`config.mk`:
```
export PLATFORM = sky130hd
export DESIGN_NAME = uart_tx_feeder
export DESIGN_NICKNAME = d
export VERILOG_FILES = /design/src/rtl/uart_tx_feeder.sv
export SDC_FILE = /design/constraint.sdc
export NUM_CORES = 1
export LEC_CHECK = 0
export ABC_AREA = 1
export BUFFER_PORTS_ARGS = -buffer_cell sky130_fd_sc_hd__buf_2
export CAP_MARGIN = 20
export CORE_ASPECT_RATIO = 1.2
export CORE_UTILIZATION = 55
export DETAILED_ROUTE_END_ITERATION = 7
export HOLD_SLACK_MARGIN = 0.02
export PLACE_DENSITY = 0.82
export SLEW_MARGIN = 25
export SYNTH_ARGS = -nofsm -noshare
export SYNTH_HDL_FRONTEND = slang
export SYNTH_SLANG_ARGS = --single-unit
```
`constraint.sdc`:
```
create_clock -name clk -period 4.99 [get_ports clk]
set_input_delay 0.998 -clock clk [delete_from_list [all_inputs] [get_ports clk]]
set_output_delay 0.998 -clock clk [all_outputs]
set_load 0.05 [all_outputs]
```
`src/rtl/uart_tx_feeder.sv`:
```
// Byte FIFO plus launch FSM feeding a UART transmitter: one Data_Valid pulse per byte, P_DATA held for the frame.
// Optional sticky overflow flag OVF is built when TX_FEEDER_OVF_EN is defined.
module uart_tx_feeder #(
  parameter int DATA_WIDTH = 8,
  parameter int DEPTH      = 8
) (
  input  logic                  clk,
  input  logic                  rst_n,
  input  logic [DATA_WIDTH-1:0] WR_DATA,
  input  logic                  WR_EN,
  output logic                  FULL,
  output logic                  EMPTY,
  input  logic                  Busy,
  output logic [DATA_WIDTH-1:0] P_DATA,
  output logic                  Data_Valid
`ifdef TX_FEEDER_OVF_EN
  ,
  output logic                  OVF
`endif
);

  localparam int AW = $clog2(DEPTH);

  typedef enum logic [1:0] {
    IDLE,
    LAUNCH,
    WAIT_BUSY,
    WAIT_DONE
  } state_t;

  logic [DATA_WIDTH-1:0] mem [DEPTH];
  logic [AW:0]           wr_ptr, rd_ptr, wr_ptr_nxt, rd_ptr_nxt;
  logic                  wr_acc, pop;
  state_t                state, state_nxt;

  // FULL is the registered flag, so a pop in the same cycle cannot rescue a write.
  assign wr_acc     = WR_EN & ~FULL;
  assign wr_ptr_nxt = wr_ptr + (AW+1)'(wr_acc);
  assign rd_ptr_nxt = rd_ptr + (AW+1)'(pop);

  always_ff @(posedge clk) begin
    if (wr_acc) mem[wr_ptr[AW-1:0]] <= WR_DATA;
  end

  always_comb begin
    state_nxt = state;
    pop       = 1'b0;
    case (state)
      IDLE: begin
        if (!EMPTY) begin
          pop       = 1'b1;
          state_nxt = LAUNCH;
        end
      end
      LAUNCH:    state_nxt = WAIT_BUSY;
      WAIT_BUSY: if (Busy) state_nxt = WAIT_DONE;
      WAIT_DONE: if (!Busy) state_nxt = IDLE;
      default:   state_nxt = IDLE;
    endcase
  end

  always_ff @(posedge clk or negedge rst_n) begin
    if (!rst_n) begin
      wr_ptr     <= '0;
      rd_ptr     <= '0;
      FULL       <= 1'b0;
      EMPTY      <= 1'b1;
      state      <= IDLE;
      P_DATA     <= '0;
      Data_Valid <= 1'b0;
    end else begin
      wr_ptr     <= wr_ptr_nxt;
      rd_ptr     <= rd_ptr_nxt;
      FULL       <= (wr_ptr_nxt[AW] != rd_ptr_nxt[AW]) &&
                    (wr_ptr_nxt[AW-1:0] == rd_ptr_nxt[AW-1:0]);
      EMPTY      <= (wr_ptr_nxt == rd_ptr_nxt);
      state      <= state_nxt;
      Data_Valid <= (state_nxt == LAUNCH);
      if (pop) P_DATA <= mem[rd_ptr[AW-1:0]];
    end
  end

`ifdef TX_FEEDER_OVF_EN
  always_ff @(posedge clk or negedge rst_n) begin
    if (!rst_n)            OVF <= 1'b0;
    else if (WR_EN && FULL) OVF <= 1'b1;
  end
`endif

endmodule

```
[Yosys cells after proc, flatten, opt, wreduce, memory -nomap -nowiden]
Memory sizes are Yosys's and may differ from the RTL's. A register that Yosys moved wholly into a read port is not among the register bits.
Index checks and enable logic that the tools add are counted.
Storage, ports and cells
  output and inout bits: 11
  RAM bits: 64
  word-level logic and storage cells: 29
  register bits after elaboration: 13
  input port bits: 12
  memories kept: 1
Memory list
  mem: words 8, bits a word 8, read ports 1, clocked after memory_dff 1, write ports 1, RTL line 31  | logic [DATA_WIDTH-1:0] mem [DEPTH];
Cells by class
  equal/unequal tests: 7
  muxes and demuxes: 8
  bitwise gates (word level): 2
  reduce and logical (&&, ||, !) cells: 3
  $add $sub $neg: 2
Operator list (number)
  4-bit by 1-bit adder with 4-bit output: 2
  2-bit case mux with 4 select lines: 1
  2-bit two-way mux: 3
  2-bit by 1-bit == test with 1-bit output (second input constant): 2
  2-bit == test (second input constant): 2
  4-bit == test: 1
  1-bit two-way mux: 4
  3-bit == test: 1
  2-bit logical NOT: 1
  1-bit AND: 1
  1-bit logical AND: 1
  1-bit logical NOT: 1
  1-bit inequality test: 1
  1-bit inverter: 1

[Depth between registers and ports, before layout]
  depth in word-level cells: 5
  depth in mapped cells: 11

[Worst setup path after synthesis]
No wires, ideal clock.
  path kind: input-to-reg
  start: input port WR_EN
  end: register EMPTY
  library setup time: 0.067 ns
  data required time: 4.923 ns
  setup slack: 2.903 ns
  arrival time: 2.020 ns
  stages on the path: 8
  path through: inv_1 > nor2_1 > ha_1 > ha_1 > xor2_1 > nor2_1 > nand3_1 > nor2_1
Between the ends
  longest elaborated chain between the ends: 3
RTL lines
  from (decl): RTL line 10  | input logic WR_EN,
  1-bit AND: RTL line 37  | assign wr_acc = WR_EN & ~FULL;
  4-bit by 1-bit adder with 4-bit output: RTL line 38  | assign wr_ptr_nxt = wr_ptr + (AW+1)'(wr_acc);
  via wr_ptr_nxt[1]: RTL line 32  | logic [AW:0] wr_ptr, rd_ptr, wr_ptr_nxt, rd_ptr_nxt;
  4-bit == test: RTL line 76  | EMPTY <= (wr_ptr_nxt == rd_ptr_nxt);
  to (signal assigned): RTL line 76
  to (decl): RTL line 12  | output logic EMPTY,
The timed path passes the listed nets, and every way through them passes these cells.

[Worst setup path in the final report]
  start: register EMPTY
  end: output port EMPTY
No word-level cell between the ends.

==> parameters.txt <==
Parameter                              Value

Placement
  Post-placement setup slack ... 2540 ps
  Placed Instances ... 449
  Post-DP HPWL ... 5160 µm
  Gpl congestion ... 0.915
  Post-place instance area ... 3810 µm²
  PortBufs ... 22

Worst setup path
  Data arrival time at the worst-slack endpoint ... 1200 ps
  Slowest Stage Delay on Critical Path ... 580 ps
  Delay-heaviest family, CP ... flip-flops
  Worst setup EP type ... output port
  Total buffers and inverters traversed by the critical path ... 1
  Max FO, Critical Path ... 3
  CP max-delay cell ... dfstp_2
  Crit Path Class ... flip-flop to output port
  Critical path launch point type ... flip-flop
  Cell Chain, Critical Path ... buf_2
  Data required time of the worst path ... 3990 ps

Clocking
  H-tree lvl count ... 3
  Clock transition at the registers of the reported paths ... 90 ps
  # Post-CTS Setup Buffers ... 0
  Skew-Pair Late Insertion Delay ... 360 ps
  TritonCTS clock tree ... done
  Number of CTS-inserted buffers ... 9
  Resized Gates After CTS ... 0
  Clock Tree Buf Depth ... 2
  Count of hold buffers inserted by post-cts repair ... 0
  Root Driver ... clkbuf_8
  Clock Sinks ... 85

Yosys
  Share of flip-flops with an asynchronous set or reset ... 24.7%
  Number of enable flip-flop cells after synthesis ... 64
  Synth Register Bits ... 85
  Part of the Yosys area used for sequential elements ... 66.1%
  Cell area after technology mapping ... 3710 µm²
  Number of warnings reported in the yosys synthesis log ... 0
  Average cell area after synthesis ... 10.5 µm²
  Unique masters post-synth ... 21
  Syn Inst Count ... 352
  Dominant register cell in the synthesized netlist ... edfxtp_1
  Post-synthesis net count ... 368

Detailed routing
  Number of remaining DRC errors ... 0
  Detailed Routing Iterations Pass 1 ... 5
  Vias ... 2411
  Via-to-Cell Ratio ... 5.18
  Iter 0 DRT Violations ... 271
  Avg WL per Cell ... 15.6 µm
  Wire length after detailed routing ... 7230 µm
  Final ANT Viol Nets ... 0

STA
  Setup clock skew after layout ... 13.4 ps
  Slew Limit Headroom ... 55.6%
  Number of endpoints with negative hold slack in the final report ... 0
  Fin Hold WS ... 478 ps
  Setup repair after global routing missed its margin ... no
  Post-layout worst setup margin ... 2790 ps
  Sum Neg Setup Slack ... 0 ps
  Final period util ... 44.1%
  Tmin final ... 2200 ps
  Max Freq ... 454 MHz
  Number of endpoints failing setup at the final stage ... 0
  Max-slew violation count ... 0
  Worst Max-Slew Pin Slew ... 665 ps

Global route
  Via count of the first global-routing pass ... 2381
  Total track usage ... 22.7%
  Maximum number of pins on one net before global-route repair ... 35
  Antenna violations before repair ... 0
  Global-route wire length before repair ... 11700 µm
  GRT Residual Overflow ... 0

Final layout
  Final net count ... 391
  Leading cell type in the layout, fill and taps excluded ... nand2_1
  Final core utilization ... 62.2%
  Post-layout instance area ... 4040 µm²
  Number of standard cells in the layout, taps in and fillers out ... 465
  Total of fill cells in the finished design ... 526
  # diodes ... 0
  Share of final-layout standard cells stronger than drive strength 1 ... 14.7%
  Highest-count cells in the layout ignoring fill and taps ... 105 x nand2_1, 64 x edfxtp_1, 57 x inv_1
  Area Overhead vs Synth ... 8.91%

Outcome
  Outcome ... finished clean

Power and ir drop
  Power density cells ... 598 nW/µm²
  Post-route total power ... 2.41 mW
  Leak Pwr ... 1.84 nW
  Worst voltage drop across the vdd grid ... 0.000325 V

Floorplanning
  Effective utilization at floorplan ... 57.1%
  Core region area ... 6490 µm²
  Die width ... 76.9 µm
  Die extent in y ... 91.9 µm
  Total Die Area ... 7070 µm²
  Ports ... 23
  Rows ... 32

Min path
  Min-delay worst type ... flip-flop to flip-flop

Job
  Max-cap viol count ... 0
per-layer routing:
layer | vias up | global-route usage, % | share of wire, %
met5 | - | 0 | 0
met2 | 101 | 36.2 | 48
li1 | 1162 | - | -
met4 | 0 | 12.2 | 3.6
met1 | 1123 | 28.6 | 42
met3 | 25 | 5.37 | 6.5
cell families after synthesis:
group | count (synthesis) | synth area share, %
and+or+nand+nor | 184 | 21.5
DFF | 85 | 66.1
buffers and inverters | 72 | 9.42
xor gates and xnor gates | 7 | 1.65
adders and majority gates | 4 | 1.35
registers in the layout (all words and copies together), names as in the netlist:
| name | count |
|---|---|
| mem | 64 |
| FULL | 1 |
| EMPTY | 1 |
| P_DATA | 8 |
| rd_ptr | 4 |
| state | 2 |
| wr_ptr | 4 |
| Data_Valid | 1 |
report_power, final:
group	internal, mW	total (mW)	switching, mW	leakage, nW
combinational	0.245	0.850	0.606	0.900
sequential	0.913	1.03	0.113	0.834
clock	0.286	0.538	0.251	0.107
total	1.44	2.41	0.970	1.84
cells in the mapped netlist, types with 2 or more instances:
cell | instances | area, µm²
buf_4 | 3 | 22.5
buf_6 | 6 | 67.6
dfrtp_1 | 20 | 500
edfxtp_1 | 64 | 1920
ha_1 | 4 | 50.1
inv_1 | 57 | 214
inv_2 | 3 | 11.3
nand2_1 | 105 | 394
nand2_2 | 10 | 62.6
nand3_1 | 50 | 250
nor2_1 | 15 | 56.3
xnor2_1 | 2 | 17.5
xor2_1 | 5 | 43.8
cell type report:
class	count	area [µm²]	share of cell area, %
clock buffer	10	128	3.16
clock inverter	6	93.8	2.32
tap	85	106	2.63
inverter	61	234	5.80
multi-input combinational	195	908	22.5
timing repair buffer	23	118	2.91
sequential	85	2450	60.7
worst min-delay path, cell delays in order (launching register included):
cell     delay, ps
dfrtp_1        340
nand2_1         50
nand2_1         50
path summary, 6_finish.rpt:
check / start / to / slack, ps / cells past startpoint
hold / removal: P_DATA[1] / P_DATA[1] / 480 / 2
hold reg to reg: P_DATA[1] / P_DATA[1] / 480 / 2
setup / recovery: EMPTY / EMPTY / 2790 / 1
setup reg to reg: state[0] / EMPTY / 3080 / 9
max in group asynchronous: rst_n / EMPTY / 4070 / 1
min in group asynchronous: rst_n / P_DATA[6] / 580 / 1
Power figures use the tool's default switching activity.
